## src/rtl/multiplicador_uc.sv

```systemverilog
// Moore control unit for the shift-and-add multiplier datapath.
// Sequences load, test, add and shift steps behind a start/ready/done handshake.
module multiplicador_uc #(
  parameter int unsigned WIDTH = 8
) (
  input  logic clk,
  input  logic rst,
  input  logic start_i,
  input  logic abort_i,
  input  logic qlsb_i,
  input  logic zero_i,
  output logic a_rst_o,
  output logic a_ld_o,
  output logic a_en_o,
  output logic b_ld_o,
  output logic b_en_o,
  output logic q_ld_o,
  output logic q_en_o,
  output logic cnt_ld_o,
  output logic cnt_en_o,
  output logic ready_o,
  output logic busy_o,
  output logic done_o
);

  // The iteration count lives in the datapath counter preset; only sanity-check it here.
  if (WIDTH < 1) begin : g_width_check
    $error("multiplicador_uc: WIDTH must be at least 1");
  end

  typedef enum logic [2:0] {
    StIdle  = 3'd0,
    StLoad  = 3'd1,
    StTest  = 3'd2,
    StAdd   = 3'd3,
    StShift = 3'd4,
    StDone  = 3'd5
  } state_e;

  state_e state_q, state_d;

  always_ff @(posedge clk or posedge rst) begin
    if (rst) begin
      state_q <= StIdle;
    end else begin
      state_q <= state_d;
    end
  end

  always_comb begin
    state_d = StIdle;
    if (!abort_i) begin
      case (state_q)
        StIdle:  state_d = start_i ? StLoad : StIdle;
        StLoad:  state_d = StTest;
        StTest:  state_d = qlsb_i ? StAdd : StShift;
        StAdd:   state_d = StShift;
        StShift: state_d = zero_i ? StDone : StTest;
        StDone:  state_d = StIdle;
        default: state_d = StIdle;
      endcase
    end
  end

  always_comb begin
    a_rst_o  = 1'b0;
    a_ld_o   = 1'b0;
    a_en_o   = 1'b0;
    b_ld_o   = 1'b0;
    b_en_o   = 1'b0;
    q_ld_o   = 1'b0;
    q_en_o   = 1'b0;
    cnt_ld_o = 1'b0;
    cnt_en_o = 1'b0;
    ready_o  = 1'b0;
    busy_o   = 1'b0;
    done_o   = 1'b0;
    case (state_q)
      StIdle: ready_o = 1'b1;
      StLoad: begin
        a_rst_o  = 1'b1;
        b_ld_o   = 1'b1;
        q_ld_o   = 1'b1;
        cnt_ld_o = 1'b1;
        busy_o   = 1'b1;
      end
      StTest: busy_o = 1'b1;
      StAdd: begin
        a_ld_o = 1'b1;
        busy_o = 1'b1;
      end
      StShift: begin
        a_en_o   = 1'b1;
        q_en_o   = 1'b1;
        // Counter holds on the last shift, so zero is seen before any decrement.
        cnt_en_o = ~zero_i;
        busy_o   = 1'b1;
      end
      StDone: done_o = 1'b1;
      default: ;
    endcase
  end

endmodule

```

## config.mk

```make
export PLATFORM = sky130hd
export DESIGN_NAME = multiplicador_uc
export DESIGN_NICKNAME = d
export VERILOG_FILES = /design/src/rtl/multiplicador_uc.sv
export SDC_FILE = /design/constraint.sdc
export NUM_CORES = 1
export LEC_CHECK = 0
export ABC_AREA = 0
export CORE_AREA = 5 5 42 44
export CTS_CLUSTER_DIAMETER = 60
export CTS_CLUSTER_SIZE = 8
export DETAILED_ROUTE_END_ITERATION = 8
export DIE_AREA = 0 0 47 49
export GPL_ROUTABILITY_DRIVEN = 0
export GPL_TIMING_DRIVEN = 0
export PLACE_DENSITY = 0.56
export SYNTH_ARGS = -nofsm -noshare
export SYNTH_HDL_FRONTEND = slang
export SYNTH_SLANG_ARGS = --single-unit
export TNS_END_PERCENT = 30
```

## constraint.sdc

```tcl
create_clock -name clk -period 1.3 [get_ports clk]
set_input_delay 0.39 -clock clk [delete_from_list [all_inputs] [get_ports clk]]
set_output_delay 0.39 -clock clk [all_outputs]
set_load 0.02 [all_outputs]
```

==> impl_metrics.env, run 1 <==
export IMPL_io_buffers=16
export IMPL_ys_top_cells_by_count="buf_4, nor2_1, dfrtp_1"
export IMPL_vias=306
export IMPL_grt_overflow=0
export IMPL_ys_warn_count=0
export IMPL_dr_first_iter_drc_count=0
export IMPL_core_area_um2=1401
export IMPL_synth_most_common_cell="buf_4"
export IMPL_status="finished with violations"
export IMPL_placedCellCount=64
export IMPL_grt_max_degree=11
export IMPL_period_minus_slack_ns=1.668
export IMPL_dr_pass1_iters=1
export IMPL_critPathLaunchType="flip-flop"
export IMPL_synth_largest_area_cell="dfrtp_1"
export IMPL_path_clk_slew_ns=0.04
export IMPL_ys_types=19
export IMPL_maxCapViolCount=0
export IMPL_violations="setup timing"
export IMPL_end_kind="primary output"
export IMPL_drv_slew=0
export IMPL_leakage_nw=0.2673
export IMPL_dp_hpwl_um=522.2
export IMPL_async_flop_share_pct=100.0
export IMPL_syn_area_um2=304.0
export IMPL_clk_path_buf_depth=2
export IMPL_final_hold_violation_count=0
export IMPL_cts_tree="built"
export IMPL_grt_pass1_vias=293
export IMPL_ys_flop_type="dfrtp_1"
export IMPL_yosysTopAreaCellShare_pct=24.69
export IMPL_die_h_um=49
export IMPL_met3_usage_pct=1.476
export IMPL_die_w_um=47
export IMPL_diodes=0
export IMPL_max_freq_mhz=599.6
export IMPL_path_class="reg2out"
export IMPL_regMostFlops="state_q"
export IMPL_yosysSeqAreaShare_pct=24.69
export IMPL_largest_reg_flops=3
export IMPL_ir_drop_uv=342.0
export IMPL_cp_arrival_ns=1.28
export IMPL_grt_pass1_wl_um=1262
export IMPL_setup_slack_ns=-0.3677
export IMPL_use_met1_pct=8.186
export IMPL_ios=18
export IMPL_syn_to_final_growth_pct=86.42
export IMPL_fin_util_pct=40.45
export IMPL_rsz0062_at_grt="true"
export IMPL_hold_class="in2async"
export IMPL_drive_gt1_share_pct=67.24
export IMPL_path_max_fanout=5
export IMPL_num_rows=14
export IMPL_met2_usage_pct=12.67
export IMPL_layout_nets=65
export IMPL_cts_buffers=3
export IMPL_drt_total_wl_um=787
export IMPL_ant_nets=0
export IMPL_synthTopCellsByArea="dfrtp_1, buf_4, nor3b_2"
export IMPL_syn_nets=38
export IMPL_top_regs="state_q x3"
export IMPL_htreeDepth=1
export IMPL_fillers=162
export IMPL_antenna_found_initial=0
export IMPL_postCtsHoldBufs=0
export IMPL_fin_cells=74
export IMPL_setup_viol=11
export IMPL_cp_data_required_time_ns=0.91
export IMPL_powerDensity_nw_per_um2=874.8
export IMPL_multi_input_area_um2=183.9
export IMPL_die_area_um2=2303
export IMPL_synth_avg_cell_area_um2=9.501
export IMPL_grt_usage_pct=7.692
export IMPL_ff_latch_area_um2=76.32
export IMPL_insertion_delay_ns=0.24
export IMPL_root_buffer="clkbuf_4"
export IMPL_syn_inst=32
export IMPL_gr_max_usage_layer="met2"
export IMPL_start_util_pct=21.70
export IMPL_synth_edf_count=0
export IMPL_routedWlPerCell_um=10.64
export IMPL_period_share_pct=128.3
export IMPL_drt_vias_per_instance=4.135
export IMPL_synth_seq_cells=3
export IMPL_drc=0
export IMPL_fin_skew_ns=0.001777
export IMPL_cts_sinks=3
## worst paths after layout
check | startpoint | end | slack (ns) | cells past startpoint
min in group clk | state_q[0] | state_q[0] | 0.58 | 2
hold / removal | rst | state_q[0] | 0.32 | 2
setup / recovery | state_q[1] | b_ld_o | -0.37 | 4
max in group asynchronous | rst | state_q[2] | 0.84 | 2
hold reg to reg | state_q[0] | state_q[0] | 0.58 | 2
setup reg to reg | state_q[2] | state_q[1] | 0.08 | 5
## metrics by stage
stage                     TNS [ns]  hold WS (ns)  area (um2)  worst slack, ns  power [mW]
after floorplan            -0.8636        0.1436       326.6          -0.1837      0.2376
after detailed placement    -6.611        0.5702       506.7          -0.8662      0.3173
after global placement      -6.619        0.5686       506.7          -0.8844      0.3175
after CTS                   -3.603        0.3250       546.8          -0.3788      0.4913
after global routing        -4.097        0.3448       566.8          -0.4387      0.5294
final                       -3.321        0.3166       566.8          -0.3677      0.4958
## critical path, stage by stage, from the launching register on
cell	delay, ns
dfrtp_1	0.40
buf_6	0.15
nor3b_4	0.24
buf_4	0.15
buf_6	0.10
## layer usage
| layer | up-vias | wire length [um] |
|---|---|---|
| li1 | 156 | - |
| met1 | 139 | 276 |
| met2 | 9 | 449 |
| met3 | 2 | 45 |
| met4 | 0 | 15 |
| met5 | - | 0 |
## where the power goes
group / internal (mW) / switching [mW]
Sequential: 0.101 / 0.00758
Combinational: 0.115 / 0.102
Clock: 0.115 / 0.0553
## final cells by class
cell class	instances	share of cell area [%]
clock buffers	4	4.636
repair buffers	22	33.55
well taps	16	3.532
inverters	2	1.766
plain buffers	7	10.60
flip-flops and latches	3	13.47
multi-input cells	20	32.45
## cells by family (layout without fill, tap and decap cells)
family / after synthesis / count (layout) / share of synthesized area (%)
other: 1 / 1 / 1.233
buffers and inverters: 9 / 35 / 22.22
AND/OR/NAND/NOR: 16 / 16 / 43.62
multiplexers: 1 / 1 / 3.703
flip-flops: 3 / 3 / 24.69
AO/OA/AOI/OAI: 2 / 2 / 4.526
## cell usage in the layout, fill, tap and decap left out, types with 2 or more instances in the layout
cell type / instances
nor3_2: 2
buf_2: 2
buf_6: 6
buf_4: 15
clkdlybuf4s50_1: 4
dfrtp_1: 2
nor2_1: 4
nor3b_4: 2
clkbuf_4: 3
## repair_timing
| item | CTS | global route |
|---|---|---|
| cloned | 1 | 0 |
| gates resized for setup | 54 | 6 |
| buffers inserted | 3 | 2 |
| pin swaps | 2 | 3 |
| endpoints found under the setup margin | 11 | 11 |
| hold endpoints to repair | 0 | 0 |
(Power assumes the default switching activity.)
==> run 2, diff against run 1 <==
- CTS_CLUSTER_SIZE: 8 -> not set
- GPL_TIMING_DRIVEN: 0 -> 1
==> run 2 against run 1 <==
Net effect:
- the run still ends with setup timing left
- flip-flop and latch count did not move
- critical endpoint is now cnt_ld_o
- maximum frequency rose by 4.0%
- critical path type unchanged
- sequential share of layout area rose by 0.50 points
- final cell count fell by 4.1%
- largest cell class unchanged
- utilization fell by 0.80 points
- hold slack improved by 0.0099 ns
- highest routed layer unchanged
- via count fell by 3.6%
- count of clock-buffer cells in the layout did not move
- sequential power rose by 5%
- largest power group unchanged
==> impl_metrics.env, run 2 (same netlist as run 1, synthesis figures left out) <==
export IMPL_fin_skew_ns=0.0003200
export IMPL_antenna_found_initial=0
export IMPL_leakage_nw=0.2578
export IMPL_layout_nets=62
export IMPL_cp_arrival_ns=1.21
export IMPL_drt_total_wl_um=758
export IMPL_tns_ns=-3.171
export IMPL_start_util_pct=21.70
export IMPL_drv_slew=0
export IMPL_r2r_cells=7
export IMPL_ant_nets=0
export IMPL_hold_class="in2async"
export IMPL_critPathLaunchType="flip-flop"
export IMPL_die_h_um=49
export IMPL_final_cell_mix="buf_4, buf_2, clkdlybuf4s50_1, nor2_1, clkbuf_4"
export IMPL_layout_cells_most_common="buf_4"
export IMPL_maxCapViolCount=0
export IMPL_insertion_delay_ns=0.23
export IMPL_cp_data_required_time_ns=0.91
export IMPL_status="finished with violations"
export IMPL_diodes=0
export IMPL_core_area_um2=1401
export IMPL_io_buffers=16
export IMPL_path_class="reg2out"
export IMPL_cts_buffers=3
export IMPL_cts_sinks=3
export IMPL_root_buffer="clkbuf_4"
export IMPL_power_frac_clock_pct=33.5
export IMPL_netSwitchingFraction_pct=32.92
export IMPL_period_share_pct=123.3
export IMPL_max_freq_mhz=623.8
export IMPL_dr_pass1_iters=2
export IMPL_end_kind="primary output"
export IMPL_path_max_fanout=11
export IMPL_regMostFlops="state_q"
export IMPL_dp_hpwl_um=529.1
export IMPL_violations="setup timing"
export IMPL_routedWlPerCell_um=10.68
export IMPL_ios=18
export IMPL_path_clk_slew_ns=0.04
export IMPL_drive_gt1_share_pct=69.09
export IMPL_final_hold_violation_count=0
export IMPL_syn_to_final_growth_pct=82.72
export IMPL_dp_slack_ns=-0.8512
export IMPL_powerDensity_nw_per_um2=869.5
export IMPL_grt_usage_pct=8.251
export IMPL_setup_viol=12
export IMPL_clk_path_buf_depth=2
export IMPL_seqPwrFrac_pct=23.5
export IMPL_p_sw_mw=0.1590
export IMPL_grt_overflow=0
export IMPL_grt_max_degree=12
export IMPL_drt_vias_per_instance=4.155
export IMPL_grt_pass1_wl_um=1345
export IMPL_finalPower_mw=0.4830
export IMPL_die_area_um2=2303
export IMPL_whs_ns=0.3265
export IMPL_fin_util_pct=39.64
export IMPL_ir_drop_uv=423.5
export IMPL_num_rows=14
export IMPL_internal_power_mw=0.3240
export IMPL_setup_slack_ns=-0.3032
export IMPL_top_regs="state_q x3"
export IMPL_die_w_um=47
export IMPL_htreeDepth=1
export IMPL_dr_first_iter_drc_count=2
export IMPL_cts_tree="built"
export IMPL_period_minus_slack_ns=1.603
export IMPL_p_comb_share_pct=43.0
export IMPL_drc=0
export IMPL_grt_pass1_vias=309
export IMPL_rsz0062_at_grt="true"
export IMPL_vias=295
export IMPL_largest_reg_flops=3
[run 2: cell count changes in the layout (fill, tap and decap cells not counted), sizes merged]
cell | previous run | this run
clkdlybuf4s15 | 1 | 0
buf | 23 | 21
[run 2: cell type report]
cell class | count | area [um2]
clock buffers | 4 | 26.28
fillers | 159 | 845.8
inverters | 2 | 7.507
multi-input cells | 20 | 197.7
flip-flops and latches | 3 | 77.57
well taps | 16 | 20.02
repair buffers | 26 | 226.5
[run 2: worst paths after layout]
check,end,start,slack [ns]
hold reg to reg,state_q[0],state_q[0],0.65
max in group asynchronous,state_q[2],rst,0.83
setup / recovery,cnt_ld_o,state_q[1],-0.30
setup reg to reg,state_q[2],state_q[0],-0.05
hold / removal,state_q[1],rst,0.33
min in group clk,state_q[0],state_q[0],0.65
[run 2: metrics by stage]
stage                     area (um2)  cells
final                          555.5     71
after global routing           555.5     71
after CTS                      540.5     70
after detailed placement       524.3     64
after global placement         524.3     64
after floorplan                326.6     32
[run 2: worst max-delay path: stages (launching register included)]
cell     delay [ns]
dfrtp_1        0.39
buf_12         0.16
nor3b_4        0.22
buf_2          0.21
[run 2: per-layer routing]
metal | GRT usage, % | routed length, um | vias up
met2 | 11.76 | 401 | 11
met5 | 0 | 0 | -
met4 | 6.912 | 19 | 0
met3 | 2.214 | 59 | 2
li1 | - | - | 147
met1 | 9.713 | 277 | 135
[run 2: power groups by stage]
stage | registers (mW) | logic, mW | clock network (mW)
2_1_floorplan | 0.107 | 0.131 | 0
3_3_place_gp | 0.113 | 0.213 | 0
3_5_place_dp | 0.113 | 0.213 | 0
4_1_cts | 0.114 | 0.203 | 0.173
5_1_grt | 0.115 | 0.223 | 0.180
6_report | 0.113 | 0.208 | 0.162
[run 2: what timing repair did]
action | CTS | global route
hold buffers | 0 | 0
endpoints found under the setup margin | 11 | 12
resized for setup | 57 | 2
pin swaps | 2 | 3
setup buffers | 2 | 1
gates cloned | 0 | 0
